[config.mk]
export PLATFORM = sky130hd
export DESIGN_NAME = reg_file
export DESIGN_NICKNAME = d
export VERILOG_FILES = /design/src/rtl/reg_file.sv
export SDC_FILE = /design/constraint.sdc
export NUM_CORES = 2
export LEC_CHECK = 0
export CAP_MARGIN = 10
export CORE_MARGIN = 5
export CORE_UTILIZATION = 38
export CTS_BUF_LIST = sky130_fd_sc_hd__clkbuf_8
export CTS_CLUSTER_SIZE = 14
export DETAILED_ROUTE_END_ITERATION = 7
export PLACE_DENSITY = 0.54
export SETUP_SLACK_MARGIN = 0.2
export SLEW_MARGIN = 5
export SYNTH_ARGS = -nofsm -noshare
export SYNTH_HDL_FRONTEND = slang
export SYNTH_SLANG_ARGS = --single-unit
[constraint.sdc]
create_clock -name clk -period 5.8 [get_ports clk]
set_input_delay 0.87 -clock clk [delete_from_list [all_inputs] [get_ports clk]]
set_output_delay 0.87 -clock clk [all_outputs]
set_load 0.05 [all_outputs]
[src/rtl/reg_file.sv]
// 32-entry register file with two combinational read ports, one write port,
// optional write-to-read forwarding and a valid/ready register dump stream.
module reg_file #(
  parameter int DATA_W = 32,
  parameter int BYPASS = 1
) (
  input  logic                     clk,
  input  logic                     reset,
  input  logic [4:0]               rs1,
  input  logic [4:0]               rs2,
  output logic signed [DATA_W-1:0] read_data1,
  output logic signed [DATA_W-1:0] read_data2,
  input  logic                     RegWrite,
  input  logic [4:0]               rd,
  input  logic [DATA_W-1:0]        write_data,
  input  logic                     dump_start,
  output logic                     dump_valid,
  input  logic                     dump_ready,
  output logic [4:0]               dump_index,
  output logic [DATA_W-1:0]        dump_data,
  output logic                     dump_busy,
  output logic                     dump_done
);

  localparam int NUM_RD = 2;

  typedef enum logic [1:0] {IDLE, STREAM, DONE} state_e;

  logic [DATA_W-1:0] regs_q [1:31];
  logic              wr_en;

  assign wr_en = RegWrite && (rd != 5'd0);

  always_ff @(posedge clk) begin
    if (reset) begin
      for (int i = 1; i < 32; i++) regs_q[i] <= '0;
    end else if (wr_en) begin
      regs_q[rd] <= write_data;
    end
  end

  // Read ports
  logic [NUM_RD-1:0][4:0]        rs_idx;
  logic [NUM_RD-1:0][DATA_W-1:0] rdata;

  assign rs_idx = {rs2, rs1};

  for (genvar p = 0; p < NUM_RD; p++) begin : g_rd
    always_comb begin
      rdata[p] = '0;
      if (rs_idx[p] != 5'd0) begin
        if (BYPASS != 0 && wr_en && rd == rs_idx[p]) rdata[p] = write_data;
        else                                         rdata[p] = regs_q[rs_idx[p]];
      end
    end
  end

  assign read_data1 = rdata[0];
  assign read_data2 = rdata[1];

  // Dump stream
  state_e            state_q, state_d;
  logic [4:0]        idx_q, idx_d;
  logic [DATA_W-1:0] data_q, data_d;
  logic [4:0]        nxt_idx;
  logic [DATA_W-1:0] nxt_val;

  assign nxt_idx = idx_q + 5'd1;

  // The next beat must see a write landing on the same edge it loads.
  always_comb begin
    nxt_val = '0;
    if (nxt_idx != 5'd0) begin
      if (wr_en && rd == nxt_idx) nxt_val = write_data;
      else                        nxt_val = regs_q[nxt_idx];
    end
  end

  always_comb begin
    state_d = state_q;
    idx_d   = idx_q;
    data_d  = data_q;
    case (state_q)
      IDLE: begin
        if (dump_start) begin
          state_d = STREAM;
          idx_d   = 5'd0;
          data_d  = '0;
        end
      end
      STREAM: begin
        if (dump_ready) begin
          if (idx_q == 5'd31) begin
            state_d = DONE;
          end else begin
            idx_d  = nxt_idx;
            data_d = nxt_val;
          end
        end
      end
      DONE:    state_d = IDLE;
      default: state_d = IDLE;
    endcase
  end

  always_ff @(posedge clk) begin
    if (reset) begin
      state_q <= IDLE;
      idx_q   <= 5'd0;
      data_q  <= '0;
    end else begin
      state_q <= state_d;
      idx_q   <= idx_d;
      data_q  <= data_d;
    end
  end

  assign dump_valid = (state_q == STREAM);
  assign dump_busy  = (state_q != IDLE);
  assign dump_done  = (state_q == DONE);
  assign dump_index = idx_q;
  assign dump_data  = data_q;

endmodule

# After elaboration in Yosys (flattened, before gate mapping)
# Memories as Yosys holds them, arrays and structs flattened.
# Index checks and enable logic that the tools add are counted.
[word_totals] ff_bits=39 wordCells=55 mem_bits_rw=992 mem_count=1
[op_classes] reduce_logical=14 n_addsub=1 n_eq_ne=10 n_mux=26
[memory_table] memory="regs_q" words=31 width=32 rd=3 rd_clocked_by_memory_dff=0 wr=31 line_no="29" source="logic [DATA_W-1:0] regs_q [1:31];"
[op_table] cell="$mux 32" n=10
[op_table] cell="$pmux 32 s2" n=1
[op_table] cell="$reduce_or 32->1" n=1
[op_table] cell="$mux 5" n=4
[op_table] cell="$reduce_bool 5->1" n=4
[op_table] cell="$eq 5x5->1" n=3
[op_table] cell="$pmux 5 s2" n=1
[op_table] cell="$mux 1" n=6
[op_table] cell="$mux 2" n=3
[op_table] cell="$add 5x1->5 const B" n=1
[op_table] cell="$eq 5x5->1 const B" n=1
[op_table] cell="$logic_and 1x1->1" n=4
[op_table] cell="$ne 2x1->1 const B" n=2
[op_table] cell="$ne 2x2->1 const B" n=2
[op_table] cell="$pmux 2 s2" n=1
[op_table] cell="$reduce_and 4->1" n=1
[op_table] cell="$reduce_bool 2->1" n=2
[op_table] cell="$reduce_and 3->1" n=1
[op_table] cell="$eq 2x1->1 const B" n=1
[op_table] cell="$eq 2x2->1 const B" n=1
[op_table] cell="$logic_not 2->1" n=1

# Depth between registers and ports, before layout
[depth] word_depth=8 ltp_mapped=11 depth_no_buf=9

# Worst setup path before layout
# OpenSTA, ideal clock, no wires.
[synth_path] path_kind="input port to output port" from="in rs1[1]" to="out read_data1[30]" t_arrival_ps=3665 t_required_ps=4930 path_slack_ps=1265 n_path_buf=3 path_stages=7 path_cell_list="buf_2 > buf_2 > buf_1 > mux4_2 > nor2b_1 > a211oi_1 > o41ai_1"
[synth_between] elab_chain_cells=4
[synth_rtl] item="start: declaration" line_no="9" source="input logic [4:0] rs1,"
[synth_rtl] item="parallel branches: the longest is 3 deep, another holds $mem_v2 31x32"
[synth_rtl] item="$mux 32 *" line_no="51" source="if (rs_idx[p] != 5'd0) begin"
[synth_rtl] item="end: declaration" line_no="11" source="output logic signed [DATA_W-1:0] read_data1,"
# Every way passes the cells marked *.

# Worst setup path in the final report
[layout_path] from="in rd[3]" to="out read_data2[3]"
[layout_between] elab_chain_cells=5
[layout_rtl] item="start: declaration" line_no="14" source="input logic [4:0] rd,"
[layout_rtl] item="$reduce_bool 5->1" line_no="32" source="assign wr_en = RegWrite && (rd != 5'd0);"
[layout_rtl] item="$logic_and 1x1->1" line_no="32"
[layout_rtl] item="$logic_and 1x1->1 *" line_no="52" source="if (BYPASS != 0 && wr_en && rd == rs_idx[p]) rdata[p] = write_data;"
[layout_rtl] item="$mux 32 *" line_no="52"
[layout_rtl] item="$mux 32 *" line_no="51"
[layout_rtl] item="end: declaration" line_no="12" source="output logic signed [DATA_W-1:0] read_data2,"
# Mark *: on every way between the ends. The rest lies on a longest branch, timed or not.

==> results by group <==
Die
  – Chip width: 425 um
  – Rows: 152
  – Core area: 171000 sq um
  – # IOs: 156
  – Starting Density: 38.1%
  – Die Height: 425 um
  – Die ar.: 180000 sq um

Timing
  – Final period util: 90.7%
  – Final hold vios: 0
  – Setup TNS: 0 ps
  – Pins Over Slew Limit: 0
  – Fin crit period: 5260 ps
  – Worst hold slack: 474 ps
  – Setup-violating endpoint count in the final report: 0
  – Worst-Margin Slew: 1290 ps
  – Rel. slew slack: 14.0%
  – RSZ-0062 raised after global routing: false
  – Worst Skew: 46.3 ps
  – Max Freq: 190 MHz

Power
  – Clk network pwr share: 34.1%
  – Pint: 13800 uW
  – Power Dens Cells: 267 nW/um^2
  – Switching power: 5980 uW
  – Flop pwr share: 46.3%
  – Sw Ratio: 30.2%
  – Gate power share: 19.6%
  – Leakage power: 0.0247 uW
  – Maximum VDD drop: 0.169 mV

Layout
  – NumNets Final: 4590
  – Synth-to-layout area growth: 13.5%
  – Most common cell after layout, fill and taps aside: edfxtp_1
  – Fin util: 43.3%
  – Share of cells above drive strength 1: 30.6%
  – Most frequent cells in the layout: 1024 x edfxtp_1, 1002 x and2_1, 763 x mux4_2

Routing
  – WL per Instance: 40.2 um
  – Residual DRC: 0
  – Mean number of vias per cell: 6.57
  – Detail Route Antenna Nets: 0
  – Post-Route WL: 282000 um
  – TritonRoute pass-1 iters: 8
  – Via count: 46120
  – First-iteration detailed-routing DRC count: 6843

Logic synthesis
  – Syn avg cell area: 14.7 sq um
  – Synth Flop Type: edfxtp_1
  – FFs w/ async S/R, synth: 0%
  – Mapped cell area: 65400 sq um
  – Cells after Synth: 4455
  – Post-synth EDFFs: 1024
  – Synth warn: 0
  – Sequential share of the synthesized area: 48.2%
  – Synth cell types: 57
  – Synth Register Bits: 1063

Clocking
  – Clock tree buffer depth: 3
  – CTS tree: done
  – Setup Fix Bufs, Post-CTS: 0
  – Clock Latency Late Sink: 950 ps
  – CTS root buf: clkbuf_8
  – Cts repair resizes: 0
  – CTS Buf Count: 186
  – Clk sink count: 1063
  – CTS H-Tree Depth: 4
  – Post-CTS Hold Buffers: 0
  – CTS clk-pin slew, worst paths: 60 ps

GRT
  – Grt ovf: 0
  – Vias in the first global route: 44962
  – Initial antenna violation count: 24
  – Total GRT Usage: 30.8%
  – Largest net degree at the start of global routing: 82
  – First-pass GRT wire length: 384000 um

Place
  – DP HPWL: 171000 um
  – Port bufs: 155
  – Gp weighted congestion: 0.926

Worst setup path
  – CP startpoint kind: input port
  – Worst Path Arrival: 4390 ps
  – Setup CP Type: input port to output pin
  – Required time of the critical path: 4930 ps
  – Critical Path End Type: output pin
  – Flop2flop setup slack: 1610 ps
  – Crit path max fanout: 25

Flow run
  – Max cap viols: 0

Worst hold path
  – HP Class: input port to flop

Run status
  – Status: completed
-- state kept, by name, indices dropped and copies added (netlist names) --
name        flops
regs_q       1024
dump_data      32
dump_index      5
state_q         2
-- worst paths after layout --
path,start,to,cells past startpoint
worst min-delay path,reset,dump_index[1],2
worst min register to register,dump_data[23],dump_data[23],2
worst max-delay path,rd[3],read_data2[3],7
worst max register to register,dump_index[0],dump_data[9],8
-- final cells by class --
class	count	area [sq um]
repair buffers	360	4170
clock inverters	140	709
well taps	2310	2890
fillers	15288	97200
multi-input cells	2919	32000
clock buffers	202	2780
diodes	20	50.0
inverters	5	21.3
flip-flops and latches	1063	31500
-- cells in the mapped netlist, types with 2 or more instances --
| library cell | instances | area [sq um] |
|---|---|---|
| edfxtp_1 | 1024 | 30700 |
| and2_1 | 1003 | 6270 |
| mux4_2 | 763 | 17200 |
| clkbuf_1 | 309 | 1160 |
| mux2i_1 | 256 | 2560 |
| nor2_1 | 146 | 548 |
| buf_2 | 112 | 561 |
| nand2_1 | 88 | 330 |
| o22ai_1 | 66 | 413 |
| mux2_2 | 64 | 721 |
| o21ai_0 | 54 | 270 |
| nor3_1 | 44 | 220 |
| dfxtp_1 | 39 | 781 |
| o31ai_1 | 39 | 293 |
| a21oi_1 | 38 | 190 |
| buf_1 | 38 | 143 |
| a221oi_1 | 35 | 307 |
| or2_2 | 34 | 213 |
| a2111oi_0 | 33 | 289 |
| a2bb2oi_1 | 32 | 280 |
| nor2b_1 | 28 | 175 |
| a22oi_1 | 27 | 203 |
| a211oi_1 | 24 | 180 |
| buf_6 | 23 | 259 |
| nand3_1 | 21 | 105 |
| a221o_1 | 19 | 190 |
| buf_4 | 17 | 128 |
| xor2_1 | 10 | 87.6 |
| nand2b_1 | 9 | 56.3 |
| nand3b_1 | 7 | 52.6 |
| xnor2_1 | 6 | 52.6 |
| inv_1 | 5 | 18.8 |
| nand4_1 | 5 | 31.3 |
| o211ai_1 | 4 | 30.0 |
| and3_1 | 3 | 18.8 |
| ha_1 | 3 | 37.5 |
| a21o_1 | 2 | 15.0 |
| nor4_2 | 2 | 25.0 |
| o211a_1 | 2 | 20.0 |
| o41ai_1 | 2 | 17.5 |
| or3b_2 | 2 | 17.5 |
| or4_1 | 2 | 15.0 |
-- logic make-up (layout without fill, tap and decap cells) --
group	count (synthesis)	count (layout)	synth area share (%)
other cells	1	52	0.00574
flops	1063	1063	48.2
xor+xnor	17	17	0.251
buf+inv	504	707	3.47
mux	1083	1083	31.3
fa+ha+maj	3	3	0.0574
compound gates	386	386	4.24
simple gates	1398	1398	12.4
-- through the flow --
step | instance area, sq um | power (uW) | cells | setup slack [ps]
2_1_floorplan | 65500 | 11400 | 4486 | 1260
3_3_place_gp | 70600 | 13100 | 6656 | 740
3_5_place_dp | 70600 | 13100 | 6656 | 695
4_1_cts | 74100 | 19800 | 6998 | 676
5_1_grt | 74100 | 20300 | 7001 | 666
6_report | 74200 | 19800 | 7019 | 540
-- layer usage --
layer  up-vias  routed length, um  global-route usage, %
met4         4              18800                   18.1
met5         -                 29                      0
li1      17774                  -                      -
met3       818              31100                   7.39
met2      3387             130000                   47.8
met1     24137             103000                   39.5
-- critical path, stage by stage --
cell             delay [ps]
clkdlybuf4s50_1         710
or3_4                   540
o31a_1                  340
and3_2                  530
a211oi_1                930
nor2_1                  200
buf_4                   250
-- power by group through the flow --
| stage | Clock, uW | Combinational (uW) | Sequential, uW |
|---|---|---|---|
| 2_1_floorplan | 0 | 2240 | 9200 |
| 3_3_place_gp | 0 | 3820 | 9280 |
| 5_1_grt | 7140 | 3950 | 9210 |
| 4_1_cts | 6800 | 3830 | 9150 |
| 6_report | 6750 | 3870 | 9170 |
| 3_5_place_dp | 0 | 3820 | 9310 |
(Power assumes the default switching activity.)
